$ cat src/rtl/float32_subtractor.sv
`default_nettype none
// ============================================================================
//  Module      : float32_subtractor
//  Description : Pipelined IEEE 754 binary32 subtractor, res = a - b.
//                Round-to-nearest-even, subnormal inputs and results flushed
//                to signed zero, NaN results canonicalised to 32'h7FC00000.
//                One operation accepted per clock, no backpressure.
//                An op sampled at edge N is presented after edge N+3.
//  Ports       : clk       - rising-edge clock
//                rst_n     - asynchronous active-low reset
//                in_valid  - a/b valid this cycle
//                a         - minuend, binary32
//                b         - subtrahend, binary32
//                out_valid - one-cycle pulse per accepted op
//                res       - a - b, binary32 (held while out_valid=0)
//  Revision    : 1.0 - initial release
// ============================================================================
module float32_subtractor (
   input  logic        clk,
   input  logic        rst_n,
   input  logic        in_valid,
   input  logic [31:0] a,
   input  logic [31:0] b,
   output logic        out_valid,
   output logic [31:0] res
);

   localparam logic [31:0] C_QNAN = 32'h7FC0_0000;

   // ------------------------------------------------------------------------
   // S1: unpack, classify, swap, align
   // ------------------------------------------------------------------------
   logic        w_sa, w_sb;
   logic        w_a_zero, w_b_zero, w_a_nan, w_b_nan, w_a_inf, w_b_inf;
   logic [30:0] w_mag_a, w_mag_b;
   logic        w_a_ge;
   logic [23:0] w_sig_a, w_sig_b, w_sig_l, w_sig_s;
   logic [7:0]  w_exp_a, w_exp_b, w_exp_l, w_exp_s, w_diff;
   logic        w_sign_l;
   logic [26:0] w_ms_ext, w_aligned;
   logic        w_special;
   logic [31:0] w_spec_val;

   // b's sign is inverted up front so the rest is an ordinary addition
   assign w_sa     = a[31];
   assign w_sb     = ~b[31];
   assign w_a_zero = (a[30:23] == 8'd0);
   assign w_b_zero = (b[30:23] == 8'd0);
   assign w_a_nan  = (a[30:23] == 8'hFF) &&  (|a[22:0]);
   assign w_b_nan  = (b[30:23] == 8'hFF) &&  (|b[22:0]);
   assign w_a_inf  = (a[30:23] == 8'hFF) && !(|a[22:0]);
   assign w_b_inf  = (b[30:23] == 8'hFF) && !(|b[22:0]);

   // Subnormals (exponent 0) collapse to a zero magnitude
   assign w_mag_a  = w_a_zero ? 31'd0 : a[30:0];
   assign w_mag_b  = w_b_zero ? 31'd0 : b[30:0];
   assign w_a_ge   = (w_mag_a >= w_mag_b);

   assign w_sig_a  = w_a_zero ? 24'd0 : {1'b1, a[22:0]};
   assign w_sig_b  = w_b_zero ? 24'd0 : {1'b1, b[22:0]};
   assign w_exp_a  = w_mag_a[30:23];
   assign w_exp_b  = w_mag_b[30:23];

   assign w_sig_l  = w_a_ge ? w_sig_a : w_sig_b;
   assign w_sig_s  = w_a_ge ? w_sig_b : w_sig_a;
   assign w_exp_l  = w_a_ge ? w_exp_a : w_exp_b;
   assign w_exp_s  = w_a_ge ? w_exp_b : w_exp_a;
   assign w_sign_l = w_a_ge ? w_sa    : w_sb;
   assign w_diff   = w_exp_l - w_exp_s;
   assign w_ms_ext = {w_sig_s, 3'b000};

   // Align the smaller operand; everything shifted past the sticky position
   // is ORed back into bit 0.
   always_comb begin
      w_aligned = 27'd0;
      if (w_diff >= 8'd27) begin
         w_aligned = {26'd0, |w_sig_s};
      end else begin
         w_aligned = (w_ms_ext >> w_diff) |
                     {26'd0, |(w_ms_ext & ~({27{1'b1}} << w_diff))};
      end
   end

   always_comb begin
      w_special  = 1'b0;
      w_spec_val = 32'd0;
      if (w_a_nan || w_b_nan) begin
         w_special  = 1'b1;
         w_spec_val = C_QNAN;
      end else if (w_a_inf && w_b_inf) begin
         // Opposite effective signs means Inf - Inf of equal sign: invalid
         w_special  = 1'b1;
         w_spec_val = (w_sa != w_sb) ? C_QNAN : {w_sa, 8'hFF, 23'd0};
      end else if (w_a_inf) begin
         w_special  = 1'b1;
         w_spec_val = {w_sa, 8'hFF, 23'd0};
      end else if (w_b_inf) begin
         w_special  = 1'b1;
         w_spec_val = {w_sb, 8'hFF, 23'd0};
      end
   end

   logic        r1_valid, r1_special, r1_sign, r1_sub, r1_zsign;
   logic [31:0] r1_spec_val;
   logic [7:0]  r1_exp;
   logic [26:0] r1_ml, r1_ms;

   always_ff @(posedge clk or negedge rst_n) begin
      if (!rst_n) begin
         r1_valid    <= 1'b0;
         r1_special  <= 1'b0;
         r1_sign     <= 1'b0;
         r1_sub      <= 1'b0;
         r1_zsign    <= 1'b0;
         r1_spec_val <= 32'd0;
         r1_exp      <= 8'd0;
         r1_ml       <= 27'd0;
         r1_ms       <= 27'd0;
      end else begin
         r1_valid <= in_valid;
         if (in_valid) begin
            r1_special  <= w_special;
            r1_spec_val <= w_spec_val;
            r1_sign     <= w_sign_l;
            r1_sub      <= w_sa ^ w_sb;
            // Exact-zero sign: negative only when both addends are negative
            r1_zsign    <= w_sa & w_sb;
            r1_exp      <= w_exp_l;
            r1_ml       <= {w_sig_l, 3'b000};
            r1_ms       <= w_aligned;
         end
      end
   end

   // ------------------------------------------------------------------------
   // S2: add / subtract (larger - smaller never goes negative)
   // ------------------------------------------------------------------------
   logic [27:0] w_sum;
   assign w_sum = r1_sub ? ({1'b0, r1_ml} - {1'b0, r1_ms})
                         : ({1'b0, r1_ml} + {1'b0, r1_ms});

   logic        r2_valid, r2_special, r2_sign, r2_zsign;
   logic [31:0] r2_spec_val;
   logic [7:0]  r2_exp;
   logic [27:0] r2_sum;

   always_ff @(posedge clk or negedge rst_n) begin
      if (!rst_n) begin
         r2_valid    <= 1'b0;
         r2_special  <= 1'b0;
         r2_sign     <= 1'b0;
         r2_zsign    <= 1'b0;
         r2_spec_val <= 32'd0;
         r2_exp      <= 8'd0;
         r2_sum      <= 28'd0;
      end else begin
         r2_valid <= r1_valid;
         if (r1_valid) begin
            r2_special  <= r1_special;
            r2_spec_val <= r1_spec_val;
            r2_sign     <= r1_sign;
            r2_zsign    <= r1_zsign;
            r2_exp      <= r1_exp;
            r2_sum      <= w_sum;
         end
      end
   end

   // ------------------------------------------------------------------------
   // S3a: normalize
   // ------------------------------------------------------------------------
   logic [4:0]        w_lz;
   logic              w_found;
   logic [26:0]       w_norm_m;
   logic signed [9:0] w_norm_exp;
   logic [9:0]        w_exp_ext;

   always_comb begin
      w_lz    = 5'd0;
      w_found = 1'b0;
      for (int i = 26; i >= 0; i--) begin
         if (!w_found && r2_sum[i]) begin
            w_lz    = 5'(26 - i);
            w_found = 1'b1;
         end
      end
   end

   assign w_exp_ext = {2'b00, r2_exp};

   always_comb begin
      if (r2_sum[27]) begin
         // Carry-out: shift right, dropped bit folds into sticky
         w_norm_m   = {r2_sum[27:2], r2_sum[1] | r2_sum[0]};
         w_norm_exp = w_exp_ext + 10'd1;
      end else begin
         w_norm_m   = r2_sum[26:0] << w_lz;
         w_norm_exp = w_exp_ext - {5'd0, w_lz};
      end
   end

   logic              r3_valid, r3_special, r3_sign, r3_zsign, r3_zero;
   logic [31:0]       r3_spec_val;
   logic signed [9:0] r3_exp;
   logic [26:0]       r3_m;

   always_ff @(posedge clk or negedge rst_n) begin
      if (!rst_n) begin
         r3_valid    <= 1'b0;
         r3_special  <= 1'b0;
         r3_sign     <= 1'b0;
         r3_zsign    <= 1'b0;
         r3_zero     <= 1'b0;
         r3_spec_val <= 32'd0;
         r3_exp      <= 10'sd0;
         r3_m        <= 27'd0;
      end else begin
         r3_valid <= r2_valid;
         if (r2_valid) begin
            r3_special  <= r2_special;
            r3_spec_val <= r2_spec_val;
            r3_sign     <= r2_sign;
            r3_zsign    <= r2_zsign;
            r3_zero     <= (r2_sum == 28'd0);
            r3_exp      <= w_norm_exp;
            r3_m        <= w_norm_m;
         end
      end
   end

   // ------------------------------------------------------------------------
   // S3b: round (RNE), range check, pack
   // ------------------------------------------------------------------------
   logic              w_round_up;
   logic [24:0]       w_rnd;
   logic signed [9:0] w_exp_r;
   logic [22:0]       w_frac;
   logic [31:0]       w_res;

   // m[26:3] = significand, m[2] = guard, m[1] = round, m[0] = sticky
   assign w_round_up = r3_m[2] & (r3_m[1] | r3_m[0] | r3_m[3]);
   assign w_rnd      = {1'b0, r3_m[26:3]} + {24'd0, w_round_up};
   assign w_exp_r    = r3_exp + {9'd0, w_rnd[24]};
   assign w_frac     = w_rnd[24] ? w_rnd[23:1] : w_rnd[22:0];

   always_comb begin
      if (r3_special) begin
         w_res = r3_spec_val;
      end else if (r3_zero) begin
         w_res = {r3_zsign, 31'd0};
      end else if (r3_exp < 10'sd1) begin
         w_res = {r3_sign, 31'd0};
      end else if (w_exp_r >= 10'sd255) begin
         w_res = {r3_sign, 8'hFF, 23'd0};
      end else begin
         w_res = {r3_sign, w_exp_r[7:0], w_frac};
      end
   end

   always_ff @(posedge clk or negedge rst_n) begin
      if (!rst_n) begin
         out_valid <= 1'b0;
         res       <= 32'd0;
      end else begin
         out_valid <= r3_valid;
         if (r3_valid) begin
            res <= w_res;
         end
      end
   end

endmodule
`default_nettype wire
$ cat config.mk
export PLATFORM = sky130hd
export DESIGN_NAME = float32_subtractor
export DESIGN_NICKNAME = d
export VERILOG_FILES = /design/src/rtl/float32_subtractor.sv
export SDC_FILE = /design/constraint.sdc
export NUM_CORES = 1
export LEC_CHECK = 0
export CORE_ASPECT_RATIO = 0.75
export CORE_MARGIN = 3
export CORE_UTILIZATION = 55
export CTS_CLUSTER_DIAMETER = 120
export DETAILED_ROUTE_END_ITERATION = 8
export PLACE_DENSITY = 0.85
export SKIP_LAST_GASP = 1
export SYNTH_ARGS = -nofsm -noshare
export SYNTH_HDL_FRONTEND = slang
export SYNTH_SLANG_ARGS = --single-unit
$ cat constraint.sdc
create_clock -name clk -period 5.95 [get_ports clk]
set_clock_uncertainty 0.15 [all_clocks]
set_input_delay 1.19 -clock clk [delete_from_list [all_inputs] [get_ports clk]]
set_output_delay 1.19 -clock clk [all_outputs]
set_load 0.005 [all_outputs]
# == Word level (Yosys, flattened, before mapping) ==
# Index checks and enable logic that the tools add are counted.
# word_totals
register_bits,275
input_bits,67
out_inout_bits,33
wordCells,199
# op_classes
add_sub_neg,7
order_cmp,4
eq_ne,3
n_shift,3
mux,79
bitwise,10
n_reduce_logical,67
# op_table
op,count
two-way mux 32 bit,7
two-way mux 5 bit,25
two-way mux 31 bit,4
two-way mux 24 bit,4
two-way mux 27 bit,2
OR reduction 23 bit,2
two-way mux 1 bit,32
greater-or-equal comparator 31 bit,1
logical AND 1 bit,31
adder 27 x 27 -> 28 bit,1
zero test 1 bit,28
zero test 28 bit,1
two-way mux 28 bit,1
subtractor 27 x 27 -> 28 bit,1
AND 27 bit,1
inverter 27 bit,1
OR 27 x 1 -> 27 bit,1
OR reduction 27 bit,1
left shift 27 x 5 -> 27 bit,1
left shift 27 x 8 -> 27 bit (first input constant),1
>> shifter 27 x 8 -> 27 bit,1
adder 24 x 1 -> 25 bit,1
OR reduction 24 bit,1
two-way mux 23 bit,1
17 further kinds,23

# == Logic depth before layout (Yosys ltp) ==
# Gate-level depths: netlist of run 1.
# logic_depth
ltp_word,81
mapped_depth,29
depth_no_buf,23

# == Worst setup path after synthesis of run 1 ==
# Ideal clock, no wire load.
# synth_path
path_type,in2reg
from,input port b[27]
to,register r1_ms[1]
setup_time_ps,104
arrival_ps,6500
required_ps,5696
path_slack_ps,-804
path_stages,27
path_buffers,6
cell_sequence,nor4_1 nand2_1 clkbuf_1 nand2_1 ha_1 a21oi_1 o21ai_1 a221oi_1 and3_1 buf_6 a21oi_4 nor2_4 buf_4 buf_2 clkbuf_1 mux2i_1 ha_1 a31o_1 a211oi_2 mux2i_1 clkbuf_1 mux2_2 mux2i_1 nand2_1 a21oi_1 nand4_1 o311ai_1
# synth_via
elab_chain_cells,8
elab_cells_between_ends,12
classes_between,add/sub (1); order compare (2); shift (1); mux (6); bitwise (1); reduce/logical (1)
# synth_rtl
element,line_no,text
"start, declared",23,"input logic [31:0] b,"
zero test 8 bit,48,assign w_b_zero = (b[30:23] == 8'd0);
two-way mux 31 bit,56,assign w_mag_b = w_b_zero ? 31'd0 : b[30:0];
greater-or-equal comparator 31 bit,57,assign w_a_ge = (w_mag_a >= w_mag_b);
two-way mux 8 bit (on tied branches),"66, 67",
subtractor 8 bit,69,assign w_diff = w_exp_l - w_exp_s;
>> shifter 27 x 8 -> 27 bit,79,w_aligned = (w_ms_ext >> w_diff) |
OR 27 x 1 -> 27 bit,79,
two-way mux 27 bit (*),76,if (w_diff >= 8'd27) begin
"end signal, assigned",130,r1_ms <= w_aligned;
"end, declared",106,"logic [26:0] r1_ml, r1_ms;"
# Every way passes the cells marked *; elsewhere a longest branch is shown, timed or not.
# A chain may end at the register's enable or synchronous reset.

# == Worst setup path after layout of run 1 ==
# layout_path
from,input port a[30]
to,register r1_ms[1]
# layout_via
elab_chain_cells,8
elab_cells_between_ends,12
classes_between,add/sub (1); order compare (2); shift (1); mux (6); bitwise (1); reduce/logical (1)
# layout_rtl
element,line_no,text
"start, declared",22,"input logic [31:0] a,"
zero test 8 bit,47,assign w_a_zero = (a[30:23] == 8'd0);
two-way mux 31 bit,55,assign w_mag_a = w_a_zero ? 31'd0 : a[30:0];
greater-or-equal comparator 31 bit,57,
two-way mux 8 bit (on tied branches),"66, 67",
subtractor 8 bit,69,
>> shifter 27 x 8 -> 27 bit,79,
OR 27 x 1 -> 27 bit,79,
two-way mux 27 bit (*),76,
# Marks and branches as above.

==> flow_summary.yaml, run 1 <==
synthesis:
  synth-main-ff-cell: "dfrtp_1"
  avgSynthCellArea_sq_um: 8.10
  synth_edf_count: 0
  synth.area.mux_share_pct: 13.3
  synth_top_family_by_area: "compound AO/OA/AOI/OAI gates"
  ys_seq_area_share_pct: 29.2
  synth_compound_area_share_pct: 21.1
  synth_cell_type_count: 99
  synth_nets: 2119
  yosys.area_share.xor_xnor_pct: 3.37
  ys_warn_count: 0
  ys_async_sr_fraction_pct: 100
  synth_area_leader_cell: "dfrtp_1"
  synth_top_area_share_pct: 29.2
  ys_ff_latch: 185
  syn_area_sq_um: 15900
  synthSimpleGateAreaFrac_pct: 19.2
  synth_commonest_cells: "nor2_1, a21oi_1, nand2_1"
  synth_area_leaders: "dfrtp_1, ha_1, a21oi_1, nor2_1, mux2i_1"
  yosysMostFrequentCell: "nor2_1"
  synth_cells: 1958
  yosys.area_share.adder_pct: 7.57
worst_setup_path:
  cp.required_ns: 6.15
  crit_path_start_kind: "input pin"
  rr_endpoint: "res[22]$_DFFE_PN0P_"
  cp_max_fo: 7
  reg2reg_depth: 24
  ff2ff_setup_slack_ns: 0.47
  crit_type: "in -> reg"
  r2r-start: "r3_m[2]$_DFFE_PN0P_"
  crit_path_end_kind: "register"
  arrival_ns: 6.08
cts:
  clk_pin_slew_ns: 0.07
  cts_tree: "yes"
  clock_sinks: 185
  clockBufferDepth: 2
  clk_latency_ns: 0.46
  cts_root_buf: "clkbuf_16"
  htree_levels: 4
  cts_buffers: 17
  hold_buffers: 0
sta:
  fin_crit_ns: 5.88
  slew_violations: 0
  slew_headroom_pct: 34.4
  setup_tns_ns: 0
  setup_viol: 0
  rsz0062_at_grt: "yes"
  worstMarginPinSlew_ns: 0.977
  max_freq_ghz: 0.170
  hold_violations: 0
  post-route-period-util_pct: 98.8
power:
  power_frac_comb_pct: 47.8
  swShare_pct: 42.1
  leakagePower_uw: 0.00853
  seqPwrFrac_pct: 32.2
  finalPower_uw: 5940
  switchingPower_uw: 2500
  powerDensity_nw_per_um2: 298
  ir_worst_vdd_v: 0.000237
  pwr-share-clk_pct: 20.0
  internal_power_uw: 3430
global_routing:
  use_met1_pct: 51.7
  grt_use_total_pct: 34.8
  grt-busiest-layer: "met1"
  grt_pass1_wl_microns: 86800
  gr-usage-met2_pct: 50.8
  overflow: 0
  grt_pass1_vias: 15809
  grt_util_met3_pct: 9.24
  antenna_found_initial: 1
  grt_max_degree: 94
drt:
  routedWlPerCell_microns: 20.9
  vias_per_cell: 6.38
  drt_pass1_iterations: 7
  antenna_left: 0
  vias: 16651
  dr.first_iter.drc_count: 2226
  drc: 0
  wl_microns: 54500
placed_design:
  place_area_sq_um: 18900
  port_buffers: 99
  hpwlAfterDp_microns: 41400
  gp_congestion: 1.06
  placed_cells: 2560
die:
  initial_utilization_pct: 56.3
  fp-row-count: 53
  die_h_microns: 153
  dieArea_sq_um: 30900
  fp.coreArea_sq_um: 28200
  ios: 100
  die_w_microns: 202
final_layout:
  final_util_pct: 70.8
  synthToLayoutAreaGrowth_pct: 25.8
  fin_nets: 2370
  final_cells: 2608
  final_layout_size_suffix_gt1_share_pct: 22.5
  fillCellCount: 2136
  stdcell_area_sq_um: 20000
flow_run:
  drv_cap: 0
hold_path:
  hold_class: "reg -> reg"
  whs_path_depth: 1
  hold_path_end: "r2_zsign$_DFFE_PN0P_"
  worstHoldStart: "r1_zsign$_DFFE_PN0P_"
status:
  status: "complete, no violations"
critical path: stages:
cell and delay (ns):
buf_8 0.10, nor4_4 0.33, nand2_4 0.19, buf_12 0.20, nand2_4 0.08, inv_4 0.04, ha_4 0.27, nand4_1 0.12
buf_6 0.16, buf_4 0.13, nor3_2 0.15, a22oi_2 0.10, and3_4 0.21, a21oi_4 0.16, nor2_4 0.05, mux2i_1 0.13
ha_2 0.21, a31o_1 0.22, a211oi_4 0.18, buf_4 0.17, mux2i_4 0.40, buf_6 0.16, mux2_2 0.36, mux2i_2 0.22
nand2_1 0.12, a21oi_2 0.19, nand4_1 0.11, o311ai_1 0.13
state kept, by name, summed over array words and instances, names as in the netlist, 2 cells and up:
| name | cells |
|---|---|
| r3_exp | 10 |
| r1_exp | 8 |
| r2_exp | 8 |
| r3_spec_val | 2 |
| r3_m | 27 |
| r1_spec_val | 2 |
| r2_spec_val | 2 |
| r1_ms | 27 |
| res | 32 |
| r2_sum | 28 |
| r1_ml | 24 |
per-layer routing:
metal	vias to the layer above	part of all wire, %
met5	-	0
met3	100	12
met2	965	43
li1	7563	-
met4	0	1.9
met1	8023	43
through the flow:
| stage | hold slack [ns] | setup WS (ns) |
|---|---|---|
| final | 0.358 | 0.0715 |
| after detailed placement | 0.345 | -0.843 |
| after global placement | 0.332 | -0.706 |
| after global routing | 0.371 | -0.121 |
| after CTS | 0.362 | 0.000414 |
| after floorplan | 0.202 | -0.359 |
cell usage in the layout (no fill, tap or decap), drive strengths merged, types with 35 or more instances in the layout:
cell type,n
clkdlybuf4s50,81
o21ai,84
ha,92
nand3,55
buf,256
nand2,190
inv,131
nor3,43
mux2i,89
xnor2,35
a21oi,211
mux2,78
o22ai,37
nor2,242
dfrtp,185
logic make-up (layout without fill, tap and decap cells):
group / count (synthesis) / count (layout)
buf+inv: 246 / 510
mux: 182 / 182
xor+xnor: 61 / 61
simple gates: 664 / 664
compound gates: 525 / 525
flops: 185 / 185
fa+ha+maj: 95 / 95
other cells: 0 / 1
power by group through the flow:
stage	Clock (uW)	Combinational (uW)	Sequential [uW]
global placement	0	2600	1890
floorplan	0	1740	1780
finish	1190	2840	1910
global route	1240	3070	1940
CTS	1190	2740	1890
detailed placement	0	2680	1910
layout make-up:
cell class / count / area, sq um / share of cell area [%]
Antenna cell: 1 / 2.50 / 0.0125
Clock buffer: 19 / 453 / 2.27
Clock inverter: 13 / 153 / 0.765
Inverter: 127 / 479 / 2.40
Multi-Input combinational cell: 1527 / 10700 / 53.7
Sequential cell: 185 / 4630 / 23.2
Tap cell: 385 / 482 / 2.41
Timing Repair Buffer: 351 / 3040 / 15.2
repair_timing:
action                     CTS  global route
setup buffers                8             4
pin swaps                   19            27
resized for setup           52            59
setup endpoints to repair   27            27
gates cloned                 2             1
how the worst max path moves through the flow:
| stage | startpoint | to | slack, ns | depth (start not counted) |
|---|---|---|---|---|
| after floorplan | a[30] | r1_ms[0]$_DFFE_PN0P_ | -0.36 | 29 |
| after global placement | a[30] | r1_ms[9]$_DFFE_PN0P_ | -0.71 | 25 |
| after detailed placement | a[30] | r1_ms[9]$_DFFE_PN0P_ | -0.84 | 25 |
| after CTS | a[29] | r1_ms[0]$_DFFE_PN0P_ | 0.0004 | 28 |
| after global routing | a[30] | r1_ms[0]$_DFFE_PN0P_ | -0.12 | 26 |
| final | a[30] | r1_ms[1]$_DFFE_PN0P_ | 0.07 | 28 |
(Power assumes the default switching activity.)
==> inputs of run 2 (changes only) <==
--- a/config.mk
+++ b/config.mk
@@ -7,10 +7,10 @@
 export LEC_CHECK = 0
 export CORE_ASPECT_RATIO = 0.75
 export CORE_MARGIN = 3
-export CORE_UTILIZATION = 55
+export CORE_UTILIZATION = 45
 export CTS_CLUSTER_DIAMETER = 120
 export DETAILED_ROUTE_END_ITERATION = 8
-export PLACE_DENSITY = 0.85
+export PLACE_DENSITY = 0.73
 export SKIP_LAST_GASP = 1
 export SYNTH_ARGS = -nofsm -noshare
 export SYNTH_HDL_FRONTEND = slang
==> run 2 against run 1 <==
Net effect:
- utilization down 12 points
- die area up 21%
- cell area up 0.75%
- sequential cell count unchanged
- non-clock buffer count up 20
- sequential power about the same
- first-iteration DRC count down 9.8%
- worst hold slack worse by 0.00063 ns
- critical path type unchanged
- largest cell class unchanged
- largest power group unchanged
==> flow_summary.yaml, run 2 (synthesized netlist as in run 1, its figures left out) <==
cts:
  htree_levels: 4
  cts_root_buf: "clkbuf_16"
  hold_buffers: 0
  clk_latency_ns: 0.46
  clk_pin_slew_ns: 0.08
  cts_tree: "yes"
  cts_buffers: 17
  clock_sinks: 185
  clockBufferDepth: 2
final_layout:
  largest-register: "res"
  num_antenna_cells: 0
  fin_nets: 2390
  largest_registers: "res: 32 flops, r2_sum: 28 flops"
  largest_reg_flops: 32
  seq_area_sq_um: 4630
  final_cells: 2692
  layout_common_cells: "buf_4, nor2_1, a21oi_1, dfrtp_1, nand2_1"
  synthToLayoutAreaGrowth_pct: 26.7
  final_common_cell: "buf_4"
  final_layout_size_suffix_gt1_share_pct: 22.7
  final_util_pct: 58.9
  stdcell_area_sq_um: 20100
  fillCellCount: 3005
  multiInputGateArea_sq_um: 10700
hold_path:
  hold_class: "reg -> reg"
  worstHoldStart: "res[12]$_DFFE_PN0P_"
drt:
  wl_microns: 53400
  antenna_left: 0
  dr.first_iter.drc_count: 2008
  vias_per_cell: 6.04
  routedWlPerCell_microns: 19.8
  drc: 0
  vias: 16264
  drt_pass1_iterations: 7
worst_setup_path:
  arrival_ns: 6.00
  crit_type: "in -> reg"
  path_buf_inv: 6
  cpPeakStageDelay_ns: 0.37
  cp_top_family: "simple AND/OR/NAND/NOR gates"
  crit_top_cell: "buf_4"
  crit_path_start_kind: "input pin"
  slowest_stage: "nor4_4"
  cp-startpoint: "b[30]"
  cp_max_fo: 10
  cp.required_ns: 6.11
  r2r-start: "r3_m[2]$_DFFE_PN0P_"
  crit_path_end_kind: "register"
die:
  fp-row-count: 58
  die_w_microns: 223
  initial_utilization_pct: 46.5
  dieArea_sq_um: 37600
  ios: 100
  fp.coreArea_sq_um: 34100
  die_h_microns: 169
global_routing:
  grt_use_total_pct: 27.8
  grt_pass1_wl_microns: 84900
  grt_pass1_vias: 15482
  overflow: 0
  grt_max_degree: 115
  antenna_found_initial: 0
flow_run:
  drv_cap: 0
power:
  powerDensity_nw_per_um2: 293
  finalPower_uw: 5890
  leakagePower_uw: 0.00857
  ir_worst_vdd_v: 0.000235
sta:
  max_freq_ghz: 0.171
  post-route-period-util_pct: 98.1
  slew_violations: 0
  worstMarginPinSlew_ns: 1.05
  rsz0062_at_grt: "yes"
  setup_viol: 0
  fin_crit_ns: 5.84
  hold_violations: 0
  slew_headroom_pct: 29.2
placed_design:
  placed_cells: 2640
  gp_congestion: 1.00
  hpwlAfterDp_microns: 41200
  port_buffers: 99
  place_area_sq_um: 19100
status:
  status: "complete, no violations"
-- run 2: cell type report --
| cell class | count | share of cell area, % |
|---|---|---|
| clock inverter | 15 | 0.946 |
| timing repair buffer | 371 | 15.5 |
| sequential | 185 | 23.0 |
| inverter | 127 | 2.37 |
| clock buffer | 17 | 2.12 |
| tap | 450 | 2.80 |
| multi-input combinational | 1527 | 53.2 |
-- run 2: final timing paths --
kind,end,slack [ns],cells past startpoint
setup / recovery,r1_ms[11]$_DFFE_PN0P_,0.11,26
min in group asynchronous,r1_ms[11]$_DFFE_PN0P_,0.70,1
hold / removal,res[12]$_DFFE_PN0P_,0.36,1
max in group asynchronous,r1_valid$_DFF_PN0_,3.82,2
setup reg to reg,res[22]$_DFFE_PN0P_,0.56,24
hold reg to reg,res[12]$_DFFE_PN0P_,0.36,1
-- run 2: timing repair --
action,4_1_cts,5_1_grt
pin swaps,14,24
resized for setup,30,49
endpoints found under the setup margin,25,26
buffers inserted,13,6
cloned,1,1
-- run 2: where the power goes --
group	internal, uW	leakage (uW)	switching, uW
combinational	1290	0.00607	1520
sequential	1530	0.00220	367
clock	577	0.000295	611
-- run 2: metal layers --
metal  vias to the layer above  wire length (microns)  GRT usage, %
li1                       7614                      -             -
met1                      7855                  24900          41.9
met2                       735                  22600          40.5
met3                        60                   5290          6.90
met4                         0                    610          5.11
met5                         -                      0             0
-- run 2: metrics by stage --
step	TNS (ns)	hold slack (ns)	setup WS, ns
floorplan	-4.80	0.202	-0.359
global placement	-13.18	0.341	-0.622
detailed placement	-17.00	0.346	-0.726
CTS	0	0.363	0.0159
global route	-0.251	0.379	-0.0584
finish	0	0.357	0.113
==> inputs of run 3 (changes only) <==
--- a/config.mk
+++ b/config.mk
@@ -10,7 +10,7 @@
 export CORE_UTILIZATION = 45
 export CTS_CLUSTER_DIAMETER = 120
 export DETAILED_ROUTE_END_ITERATION = 8
-export PLACE_DENSITY = 0.73
+export PLACE_DENSITY = 0.76
 export SKIP_LAST_GASP = 1
 export SYNTH_ARGS = -nofsm -noshare
 export SYNTH_HDL_FRONTEND = slang
==> constraint.sdc (replaced) <==
create_clock -name clk -period 5.3 [get_ports clk]
set_clock_uncertainty 0.15 [all_clocks]
set_input_delay 1.06 -clock clk [delete_from_list [all_inputs] [get_ports clk]]
set_output_delay 1.06 -clock clk [all_outputs]
set_load 0.005 [all_outputs]
==> run 3 against run 2 <==
Net effect:
- the flow now finishes with violations (negative setup slack)
- global-route usage is 0.55 points higher
- worst setup slack worse by 0.57 ns
- clock-buffer cell count stayed put
- largest cell class unchanged
==> flow_summary.yaml, run 3 (synthesized netlist as in run 1, its figures left out) <==
final_layout:
  largest_reg_flops: 32
  fin_nets: 2435
  final_common_cell: "buf_4"
  num_antenna_cells: 0
  largest-register: "res"
  largest_registers: "res: 32 flops, r2_sum: 28 flops"
  final_util_pct: 61.9
  synthToLayoutAreaGrowth_pct: 33.0
  layout_common_cells: "buf_4, nor2_1, a21oi_1, dfrtp_1, nand2_1"
  final_cells: 2736
  final_layout_size_suffix_gt1_share_pct: 26.9
global_routing:
  antenna_found_initial: 0
  overflow: 0
  grt_pass1_wl_microns: 86700
  grt_max_degree: 95
  grt_use_total_pct: 28.3
  grt_pass1_vias: 15868
drt:
  dr.first_iter.drc_count: 1938
  wl_met2_microns: 23800
  top_layer: "met4"
  drc: 0
  vias: 16666
  vias_per_cell: 6.09
  antenna_left: 0
  wl_microns: 55200
  m1WireLength_microns: 24300
  wl_met3_microns: 6320
  drt_pass1_iterations: 6
  routedWlPerCell_microns: 20.2
worst_setup_path:
  cp_top_family: "compound AO/OA/AOI/OAI gates"
  arrival_ns: 5.90
  cp_max_fo: 16
  cp.required_ns: 5.44
  slowest_stage: "mux2_2"
  crit_type: "in -> reg"
  crit_path_start_kind: "input pin"
  crit_path_end_kind: "register"
  cpPeakStageDelay_ns: 0.51
  path_buf_inv: 6
sta:
  rsz0062_at_grt: "yes"
  max_freq_ghz: 0.174
  timing.final.ws_setup_ns: -0.462
  hold_ws_ns: 0.357
  worstMarginPinSlew_ns: 0.939
  post-route-period-util_pct: 109
  slew_headroom_pct: 37.4
  fin_crit_ns: 5.76
  setup_viol: 27
  hold_violations: 0
  slew_violations: 0
power:
  powerDensity_nw_per_um2: 323
  ir_worst_vdd_v: 0.000229
  leakagePower_uw: 0.00893
flow_run:
  drv_cap: 0
die:
  fp-row-count: 58
  ios: 100
  fp.coreArea_sq_um: 34100
  initial_utilization_pct: 46.5
  dieArea_sq_um: 37600
  die_h_microns: 169
  die_w_microns: 223
status:
  status: "finished, violations left"
  failed_checks: "negative setup slack"
hold_path:
  hold_class: "reg -> reg"
cts:
  clk_pin_slew_ns: 0.08
  clock_sinks: 185
  clockBufferDepth: 2
  htree_levels: 4
  cts_root_buf: "clkbuf_16"
  cts_buffers: 17
  clk_latency_ns: 0.45
  cts_tree: "yes"
placed_design:
  port_buffers: 99
  gp_congestion: 1.01
  hpwlAfterDp_microns: 41200
  placed_cells: 2659
[run 3: cell count changes in the layout (fill, tap and decap cells not counted), moves of 4 or more]
cell	delta
dlygate4sd2_1	-10
clkinv_8	-5
buf_8	+4
inv_8	+4
buf_12	+4
o22ai_2	+13
a21oi_2	+4
o22ai_1	-15
nand2_8	+5
buf_6	+22
buf_4	+16
nand2_1	-7
a21oi_1	-5
buf_16	+4
[run 3: metrics by stage]
stage / setup WS (ns) / total power, uW / TNS [ns] / cell area [sq um]
2_1_floorplan: -0.879 / 3950 / -18.84 / 16100
3_3_place_gp: -1.18 / 5110 / -28.16 / 19200
3_5_place_dp: -1.36 / 5180 / -32.95 / 19200
4_1_cts: -0.359 / 6600 / -7.70 / 20600
5_1_grt: -0.637 / 7200 / -14.33 / 21100
6_report: -0.462 / 6820 / -8.99 / 21100
[run 3: routing by layer]
layer	vias up	track usage (%)
met4	0	5.58
met3	77	7.91
met5	-	0
met2	843	41.9
met1	8045	41.6
li1	7701	-
[run 3: path summary, 6_finish.rpt]
kind,cells after the start,endpoint,start,slack (ns)
setup / recovery,25,r1_ms[2]$_DFFE_PN0P_,a[29],-0.46
hold / removal,1,r2_zsign$_DFFE_PN0P_,r2_zsign$_DFFE_PN0P_,0.36
setup reg to reg,15,r3_exp[8]$_DFFE_PN0P_,r2_sum[25]$_DFFE_PN0P_,0.57
hold reg to reg,1,r2_zsign$_DFFE_PN0P_,r2_zsign$_DFFE_PN0P_,0.36
max in group asynchronous,2,r1_valid$_DFF_PN0_,rst_n,3.47
min in group asynchronous,1,res[5]$_DFFE_PN0P_,rst_n,0.54
[run 3: worst register-to-register path: stages, from the launching register on]
cell and delay [ns]:
dfrtp_1 0.46, nor4_1 0.50, nand2_1 0.16, nor3_1 0.30, nand2_1 0.16, o311a_1 0.45, a21bo_2 0.63, ha_1 0.26
inv_1 0.06, fa_1 0.40, a21o_1 0.18, a21oi_1 0.23, o211ai_1 0.13, nor3_1 0.27, a41oi_1 0.12, a21oi_1 0.18
[run 3: area by class of cell]
cell class	count	area (sq um)
clock buffers	17	425
clock inverters	14	155
fillers	2799	13000
inverters	127	487
multi-input cells	1527	11200
flip-flops and latches	185	4630
well taps	450	563
repair buffers	416	3680
[run 3: repair_timing]
action | CTS | global route
setup buffers | 27 | 16
setup endpoints to repair | 27 | 27
resized for setup | 150 | 86
pin swaps | 47 | 55
hold buffers | 0 | 0
gates cloned | 4 | 1
[run 3: power by group]
part,internal (uW),switching (uW)
registers,1720,395
clock network,670,631
logic,1580,1830
total,3970,2850
